File: config.mk
export PLATFORM = sky130hd
export DESIGN_NAME = level_ctrl_fsm
export DESIGN_NICKNAME = d
export VERILOG_FILES = /design/src/rtl/level_ctrl_fsm.sv
export SDC_FILE = /design/constraint.sdc
export NUM_CORES = 1
export LEC_CHECK = 0
export ABC_AREA = 0
export CAP_MARGIN = 20
export CORE_AREA = 2 2 125 127
export DETAILED_ROUTE_END_ITERATION = 8
export DIE_AREA = 0 0 127 129
export HOLD_SLACK_MARGIN = 0.03
export PLACE_DENSITY_LB_ADDON = 0.25
export SYNTH_ARGS = -nofsm -noshare
export SYNTH_HDL_FRONTEND = slang
export SYNTH_SLANG_ARGS = --single-unit
File: constraint.sdc
create_clock -name iCLK -period 3.33 [get_ports iCLK]
set_input_delay 0.8325 -clock iCLK [delete_from_list [all_inputs] [get_ports iCLK]]
set_output_delay 0.8325 -clock iCLK [all_outputs]
set_load 0.01 [all_outputs]
File: src/rtl/level_ctrl_fsm.sv
// level_ctrl_fsm
//   Game-level controller for the brick-breaker core. It watches the level
//   buttons, the board-clear condition and ball loss. An event is committed
//   only after it has persisted for HOLD_CYC cycles. Each commit is followed
//   by an active-low playfield reset pulse (oRST) that lasts PULSE_CYC cycles.
//
// Ports
//   iCLK, iRST          clock, async active-low reset
//   iLevel_Up/Down      raw active-low buttons (synchronised + debounced here)
//   iState_flag         block-alive bits, all zero = board cleared
//   iBallDie            ball lost
//   iSpecial_attacked   special block hit this cycle
//   oLevel              current level
//   oSlider_flag        00 at level 0, 11 otherwise
//   oSpecial_block      special block present
//   oRST                active-low playfield reset
//   oLives              remaining lives
//   oGameOver           high in GAME_OVER
//   oCommit             one-cycle pulse per committed action
//
// state       | meaning
// ------------+-------------------------------------------------------------
// S_PLAY      | idle, waiting for an event
// S_HOLD      | event latched, counting how long it persists
// S_PULSE     | action applied, oRST held low
// S_GAME_OVER | no lives left, only a held UP/DOWN press restarts the game
module level_ctrl_fsm #(
   parameter int NUM_LEVELS   = 3,
   parameter int LVL_W        = 2,
   parameter int BLOCKS       = 300,
   parameter int LIVES        = 3,
   parameter int DEBOUNCE_CYC = 5000,
   parameter int HOLD_CYC     = 100000,
   parameter int PULSE_CYC    = 16
) (
   input  logic              iCLK,
   input  logic              iRST,
   input  logic              iLevel_Up,
   input  logic              iLevel_Down,
   input  logic [BLOCKS-1:0] iState_flag,
   input  logic              iBallDie,
   input  logic              iSpecial_attacked,
   output logic [LVL_W-1:0]  oLevel,
   output logic [1:0]        oSlider_flag,
   output logic              oSpecial_block,
   output logic              oRST,
   output logic [3:0]        oLives,
   output logic              oGameOver,
   output logic              oCommit
);

   localparam int DB_W = (DEBOUNCE_CYC > 1) ? $clog2(DEBOUNCE_CYC) : 1;
   localparam int HC_W = $clog2(HOLD_CYC + 1);
   localparam int PC_W = (PULSE_CYC > 1) ? $clog2(PULSE_CYC) : 1;

   localparam logic [DB_W-1:0]  DB_LAST    = DB_W'(DEBOUNCE_CYC - 1);
   localparam logic [HC_W-1:0]  HOLD_LAST  = HC_W'(HOLD_CYC - 1);
   localparam logic [PC_W-1:0]  PULSE_LAST = PC_W'(PULSE_CYC - 1);
   localparam logic [LVL_W-1:0] LVL_MAX    = LVL_W'(NUM_LEVELS - 1);
   localparam logic [3:0]       LIVES_INIT = 4'(LIVES);

   typedef enum logic [1:0] {S_PLAY, S_HOLD, S_PULSE, S_GAME_OVER} state_t;
   typedef enum logic [1:0] {C_UP, C_DOWN, C_CLEAR, C_DIE} cause_t;

   // ---------------- button synchroniser + debounce ----------------
   // index 0 = up, 1 = down; all values active-low
   logic [1:0]      sync1_q, sync2_q, deb_q;
   logic [DB_W-1:0] db_cnt_q [2];

   always_ff @(posedge iCLK or negedge iRST) begin
      if (!iRST) begin
         sync1_q <= 2'b11;
         sync2_q <= 2'b11;
         deb_q   <= 2'b11;
         for (int b = 0; b < 2; b++) db_cnt_q[b] <= '0;
      end else begin
         sync1_q <= {iLevel_Down, iLevel_Up};
         sync2_q <= sync1_q;
         for (int b = 0; b < 2; b++) begin
            if (sync2_q[b] == deb_q[b]) begin
               db_cnt_q[b] <= '0;
            end else if (db_cnt_q[b] == DB_LAST) begin
               deb_q[b]    <= sync2_q[b];
               db_cnt_q[b] <= '0;
            end else begin
               db_cnt_q[b] <= db_cnt_q[b] + 1'b1;
            end
         end
      end
   end

   // ---------------- main FSM ----------------
   state_t           state_q, state_d;
   cause_t           cause_q, cause_d;
   logic             from_go_q, from_go_d;
   logic [HC_W-1:0]  hold_cnt_q, hold_cnt_d;
   logic [PC_W-1:0]  pulse_cnt_q, pulse_cnt_d;
   logic [LVL_W-1:0] level_q, level_d;
   logic [3:0]       lives_q, lives_d;
   logic             special_q, special_d;
   logic             rst_q, rst_d;
   logic             commit_q, commit_d;
   logic [3:0]       block_q, block_d;
   logic [3:0]       ev_raw, ev;

   always_comb begin
      ev_raw          = '0;
      ev_raw[C_UP]    = ~deb_q[0];
      ev_raw[C_DOWN]  = ~deb_q[1];
      ev_raw[C_CLEAR] = (iState_flag == '0);
      ev_raw[C_DIE]   = iBallDie;
   end

   // A committed cause stays blocked until it is seen released.
   assign ev = ev_raw & ~block_q;

   always_comb begin
      state_d     = state_q;
      cause_d     = cause_q;
      from_go_d   = from_go_q;
      hold_cnt_d  = hold_cnt_q;
      pulse_cnt_d = pulse_cnt_q;
      level_d     = level_q;
      lives_d     = lives_q;
      rst_d       = rst_q;
      commit_d    = 1'b0;
      block_d     = block_q & ev_raw;

      unique case (state_q)
         S_PLAY: begin
            if (|ev) begin
               state_d    = S_HOLD;
               hold_cnt_d = HC_W'(1);
               from_go_d  = 1'b0;
               cause_d    = ev[C_UP]    ? C_UP    :
                            ev[C_DOWN]  ? C_DOWN  :
                            ev[C_CLEAR] ? C_CLEAR : C_DIE;
            end
         end
         S_GAME_OVER: begin
            if (ev[C_UP] || ev[C_DOWN]) begin
               state_d    = S_HOLD;
               hold_cnt_d = HC_W'(1);
               from_go_d  = 1'b1;
               cause_d    = ev[C_UP] ? C_UP : C_DOWN;
            end
         end
         S_HOLD: begin
            if (ev_raw[cause_q]) begin
               if (hold_cnt_q == HOLD_LAST) commit_d = 1'b1;
               else                         hold_cnt_d = hold_cnt_q + 1'b1;
            end else begin
               state_d    = from_go_q ? S_GAME_OVER : S_PLAY;
               hold_cnt_d = '0;
            end
         end
         S_PULSE: begin
            if (pulse_cnt_q == '0) begin
               rst_d   = 1'b1;
               state_d = (lives_q == '0) ? S_GAME_OVER : S_PLAY;
            end else begin
               pulse_cnt_d = pulse_cnt_q - 1'b1;
            end
         end
         default: state_d = S_PLAY;
      endcase

      if (commit_d) begin
         state_d          = S_PULSE;
         hold_cnt_d       = '0;
         pulse_cnt_d      = PULSE_LAST;
         rst_d            = 1'b0;
         block_d[cause_q] = 1'b1;
         if (from_go_q) begin
            level_d = '0;
            lives_d = LIVES_INIT;
         end else begin
            unique case (cause_q)
               C_UP:    if (level_q < LVL_MAX) level_d = level_q + 1'b1;
               C_DOWN:  if (level_q != '0)     level_d = level_q - 1'b1;
               C_CLEAR: if (level_q < LVL_MAX) level_d = level_q + 1'b1;
                        else                   lives_d = LIVES_INIT;
               C_DIE:   if (lives_q != '0)     lives_d = lives_q - 1'b1;
               default: ;
            endcase
         end
      end

      // a commit on the same cycle as an attack restores the block
      special_d = commit_d ? 1'b1 : (iSpecial_attacked ? 1'b0 : special_q);
   end

   always_ff @(posedge iCLK or negedge iRST) begin
      if (!iRST) begin
         state_q     <= S_PLAY;
         cause_q     <= C_UP;
         from_go_q   <= 1'b0;
         hold_cnt_q  <= '0;
         pulse_cnt_q <= '0;
         level_q     <= '0;
         lives_q     <= LIVES_INIT;
         special_q   <= 1'b1;
         rst_q       <= 1'b1;
         commit_q    <= 1'b0;
         block_q     <= '0;
      end else begin
         state_q     <= state_d;
         cause_q     <= cause_d;
         from_go_q   <= from_go_d;
         hold_cnt_q  <= hold_cnt_d;
         pulse_cnt_q <= pulse_cnt_d;
         level_q     <= level_d;
         lives_q     <= lives_d;
         special_q   <= special_d;
         rst_q       <= rst_d;
         commit_q    <= commit_d;
         block_q     <= block_d;
      end
   end

   assign oLevel         = level_q;
   assign oSlider_flag   = (level_q != '0) ? 2'b11 : 2'b00;
   assign oSpecial_block = special_q;
   assign oRST           = rst_q;
   assign oLives         = lives_q;
   assign oGameOver      = (state_q == S_GAME_OVER);
   assign oCommit        = commit_q;

endmodule

## Yosys cells after proc, flatten, opt, wreduce, memory -nomap -nowiden

Index checks and enable logic that the tools add are counted.

| storage, ports and cells | value |
|---|---|
| input port bits | 306 |
| register bits after elaboration | 71 |

| cells by class | value |
|---|---|
| reductions and logical operators | 27 |
| add/subtract/negate cells | 7 |
| $lt $le $gt $ge | 3 |
| bitwise gates (word level) | 8 |
| eq/ne operators | 23 |
| mux-type cells | 53 |

Operators with widths:

| operator | number |
|---|---|
| zero test 300 bit | 1 |
| two-way mux 17 bit | 5 |
| two-way mux 13 bit | 4 |
| one-hot mux 17 bit (3 select lines) | 1 |
| two-way mux 2 bit | 15 |
| two-way mux 4 bit | 7 |
| adder 13 x 1 -> 13 bit (second input constant) | 2 |
| == test 13 bit (second input constant) | 2 |
| inequality test 3 bit (second input constant) | 6 |
| adder 17 x 1 -> 17 bit (second input constant) | 1 |
| == test 17 bit (second input constant) | 1 |
| AND reduction 4 bit | 4 |
| two-way mux 1 bit | 14 |
| nonzero test 2 bit | 5 |
| bitwise AND 4 bit | 2 |
| == test 2 bit (second input constant) | 4 |
| zero test 4 bit | 2 |
| one-hot mux 2 bit (2 select lines) | 2 |
| one-hot mux 2 bit (4 select lines) | 1 |
| one-hot mux 4 bit (2 select lines) | 1 |
| AND reduction 2 bit | 4 |
| nonzero test 4 bit | 2 |
| subtractor 4 x 1 -> 4 bit (second input constant) | 2 |
| inequality test 3 x 1 -> 1 bit (second input constant) | 2 |
| other kinds (23) | 31 |

## Depth between registers and ports, before layout

| logic depth | value |
|---|---|
| depth in word-level cells | 7 |
| gate-level depth with buffers | 11 |

## Least setup slack after synthesis

Ideal clock, no wire load.

| timing | value |
|---|---|
| path kind | input -> register |
| start point | input iState_flag[128] |
| end point | register hold_cnt_q[11] |
| arrival | 2.820 ns |
| library setup time | 0.093 ns |
| setup slack | 0.417 ns |
| stages | 10 |
| cells stage by stage | nor4_1 nand4_1 nor4_2 nand3_2 o311ai_4 nand4b_4 or2_1 buf_6 buf_6 o31ai_2 |

| between the ends | value |
|---|---|
| cells in the longest elaborated chain, start to end | 7 |
| elaborated cells on any way between the ends | 15 |

RTL lines:

| what | RTL line | source |
|---|---|---|
| start, declared | 40 | `input logic [BLOCKS-1:0] iState_flag,` |
| zero test 300 bit (*) | 110 | `ev_raw[C_CLEAR] = (iState_flag == '0);` |
| binary-select mux 1 bit (select 2 bit) | 149 | `if (ev_raw[cause_q]) begin` |
| two-way mux 1 bit (implied by the code) | 149 |  |
| two-way mux 1 bit | 149 |  |
| two-way mux 1 bit | 129 | `unique case (state_q)` |
| inequality test 4 bit (no line), or another cell as far along | -- |  |
| AND reduction 4 bit (no line) | -- |  |
| end signal, assigned | 210 | `hold_cnt_q <= hold_cnt_d;` |
| end, declared | 96 | `logic [HC_W-1:0] hold_cnt_q, hold_cnt_d;` |

Every way passes the cells marked *; elsewhere a longest branch is shown, timed or not. The select of a mux whose other input is x is not followed.
A chain may end at the register's enable or synchronous reset.

## Worst setup path after layout

| timing | value |
|---|---|
| start point | input iState_flag[231] |
| end point | register hold_cnt_q[13] |

Same word-level chain as after synthesis.

==> metrics.md <==
| Metric | Value |
|---|---|
| Status | `completed` |
| Crit path to | `hold_cnt_q[13]` |
| Core region area | `15000 um^2` |
| CP required | `3.55 ns` |
| Reg-to-reg slack, setup | `0.80 ns` |
| Final slew viol count | `0` |
| Die span in y | `129 um` |
| Routed wire length per instance | `19.5 um` |
| First-pass GRT wire length | `29.2 mm` |
| Crit path time final | `3.26 ns` |
| Post-layout util | `0.568` |
| Initial DRC count | `286` |
| Ant. Diodes | `0` |
| Post-synth EDFFs | `0` |
| Area Overhead vs Synth | `96.6%` |
| Clock tree sinks | `71` |
| Mapped cell area | `4330 um^2` |
| WL met3 | `1.11 mm` |
| Drt pass-1 iters | `5` |
| Min-delay src | `sync1_q[1]` |
| Slew at the pin closest to its max-slew limit | `0.599 ns` |
| RD Place Congestion | `0.912` |
| Clock latency on the worst-skew pair | `0.33 ns` |
| Vias in the first global route | `5478` |
| Placed instance count | `1004` |
| Mapped Cells | `485` |
| Met1 wire length | `8.71 mm` |
| Total global routing overflow | `0` |
| Routed via count | `5284` |
| CTS clk-pin slew, worst paths | `0.06 ns` |
| FFs w/ async S/R, synth | `1.00` |
| CTS tree | `yes` |
| Final period util | `0.980` |
| R2R Path Start | `hold_cnt_q[0]` |
| Post-CTS Hold Fix Bufs | `0` |
| Fin nets | `1145` |
| Cts bufs inserted | `9` |
| Multi-input gate area | `2670 um^2` |
| Clock skew | `0.00813 ns` |
| Die width | `127 um` |
| Routed wl met2 | `9.86 mm` |
| Reg area | `1790 um^2` |
| Initial antenna violation count | `0` |
| Cells on worst reg2reg path | `8` |
| Netlist cell types | `51` |
| H-tree Lvls | `3` |
| Critical Path Fanout Max | `8` |
| Tot GR Track Use | `0.229` |
| Clk buf depth | `2` |
| Syn avg cell area | `8.92 um^2` |
| Max cap viols | `0` |
| Crit path kind | `primary input to flip-flop` |
| Finished Layout Cells | `1021` |
| Crit end category | `flip-flop` |
| Worst vdd ir | `0.000250 V` |
| Sequential area share after synthesis | `0.414` |
| Slew HR | `0.601` |
| Main synth FF type | `dfrtp_1` |
| Most frequent cells in the layout | `clkdlybuf4s50_1 (286), dfrtp_1 (61), nor4_1 (54)` |
| Clk Tree Root Cell | `clkbuf_16` |
| Drc violations | `0` |
| Boundary Pins | `318` |
| Port buffer count | `317` |
| Share of layout cells above drive strength 1 | `0.125` |
| Routed WL | `19.9 mm` |
| Pin count of the biggest net entering global routing | `48` |
| Pwr Density | `263 nW/um^2` |
| Syn_nets | `802` |
| Row count | `45` |
| Yosys Warn Count | `0` |
| Starting Density | `0.289` |
| Min-Delay Path Class | `flip-flop to flip-flop` |
| F_max | `307 MHz` |
| Worst R2R End | `hold_cnt_q[13]` |
| Final hold viol count | `0` |
| Most common cell after layout, fill and taps aside | `clkdlybuf4s50_1` |
| Dpl hpwl | `16.7 mm` |
| Worst Setup Start Kind | `primary input` |
| Critical path launch point | `iState_flag[231]` |
| Top Metal Used | `met4` |
| Number of setup violations in the final report | `0` |
| Flip-flop and latch count after synthesis | `71` |
| Leakage power | `0.00354 uW` |
| Critical Path, Cell by Cell | `clkdlybuf4s50_1 -> nor4_1 -> nand4_1 -> nor4_4 -> nand3_4 -> o211ai_1 -> nand4b_4 -> or2_4 -> o41ai_2` |
| Setup TNS | `0 ns` |
| Slowest cell delay on critical path | `0.42 ns` |
| Via density | `5.18` |
| Slowest stage cell on the critical path | `clkdlybuf4s50_1` |
| Post-DRT Antenna Nets | `0` |
| Die area | `16400 um^2` |
| Worst path arrival time | `3.49 ns` |
| Place WS | `-0.539 ns` |
| FILL cells | `1329` |
| Final worst-path setup slack | `0.0682 ns` |
==> final cells by class <==
cell class                 instances  share of cell area
timing repair buffer             341               0.405
multi-input combinational        384               0.314
sequential                        71               0.210
clock buffer                      11              0.0297
tap                              188              0.0277
inverter                          21             0.00927
clock inverter                     5             0.00383
==> registers in the layout, summed over array words and instances (netlist names) <==
| signal | cells |
|---|---|
| oRST | 1 |
| from_go_q | 1 |
| state_q | 2 |
| db_cnt_q | 26 |
| oCommit | 1 |
| block_q | 4 |
| hold_cnt_q | 17 |
| deb_q | 2 |
| cause_q | 2 |
| sync2_q | 2 |
| pulse_cnt_q | 4 |
| oLives | 4 |
| sync1_q | 2 |
| oSpecial_block | 1 |
| oLevel | 2 |
==> critical path: cells and delay by family <==
family	cells	cell delay, ns
AOI/OAI and AO/OA	2	0.57
and+or+nand+nor	6	1.65
buffers and inverters	1	0.42
==> routing by layer <==
layer,up-vias,global-route usage
met5,-,0
met2,210,0.386
met1,2524,0.309
met3,19,0.0403
met4,0,0.0537
li1,2531,-
==> report_power, final <==
part | total, uW | leakage (uW) | switching [uW] | internal (uW)
registers | 881 | 0.000864 | 6.66 | 874
clock network | 901 | 0.000134 | 360 | 542
logic | 457 | 0.00254 | 124 | 333
==> kinds of logic after synthesis <==
group,Yosys count,share of synthesized area
AOI/OAI and AO/OA,73,0.116
xor gates and xnor gates,26,0.0526
adders and majority gates,11,0.0318
buffers and inverters,31,0.0312
DFF,71,0.414
muxes,4,0.0104
and+or+nand+nor,269,0.345
==> metrics by stage <==
stage	area (um^2)	hold slack, ns	power (uW)
final	8500	0.361	2240
after global routing	8500	0.365	2320
after CTS	8210	0.361	2230
after detailed placement	7880	0.350	1330
after global placement	7880	0.350	1330
after floorplan	4330	0.345	923
==> synthesized netlist by cell type, types with 3 or more instances <==
| cell type | n | area share |
|---|---|---|
| nor2b_1 | 3 | 0.0043 |
| nor4b_1 | 3 | 0.0061 |
| ha_1 | 11 | 0.032 |
| o21ai_0 | 9 | 0.010 |
| mux2_2 | 4 | 0.010 |
| o31ai_1 | 6 | 0.010 |
| nor3_1 | 10 | 0.012 |
| inv_1 | 20 | 0.017 |
| nor2_1 | 52 | 0.045 |
| xor2_1 | 16 | 0.032 |
| nand4_1 | 28 | 0.040 |
| o22ai_1 | 9 | 0.013 |
| clkbuf_1 | 7 | 0.0061 |
| nand2b_1 | 6 | 0.0087 |
| o21ai_1 | 14 | 0.016 |
| nor4_2 | 3 | 0.0087 |
| and2_1 | 3 | 0.0043 |
| nand4b_1 | 3 | 0.0061 |
| nand3_1 | 19 | 0.022 |
| a21oi_1 | 13 | 0.015 |
| dfrtp_1 | 61 | 0.35 |
| and3_1 | 13 | 0.019 |
| or2_1 | 4 | 0.0058 |
| nor4_1 | 79 | 0.11 |
| xnor2_1 | 10 | 0.020 |
| dfstp_2 | 10 | 0.061 |
| nand2_1 | 34 | 0.030 |
==> worst min path at each step <==
stage                 end  slack, ns  cells past startpoint
2_1_floorplan  sync2_q[0]       0.35                      0
3_3_place_gp   sync2_q[1]       0.35                      0
6_report       sync2_q[1]       0.36                      0
4_1_cts        sync2_q[1]       0.36                      0
3_5_place_dp   sync2_q[1]       0.35                      0
5_1_grt        sync2_q[1]       0.37                      0
==> what timing repair did <==
action	4_1_cts	5_1_grt
setup buffers	1	0
endpoints found under the setup margin	23	27
hold endpoints to repair	0	0
cloned	0	1
resized for setup	11	64
pin swaps	9	23
(Power assumes the default switching activity.)
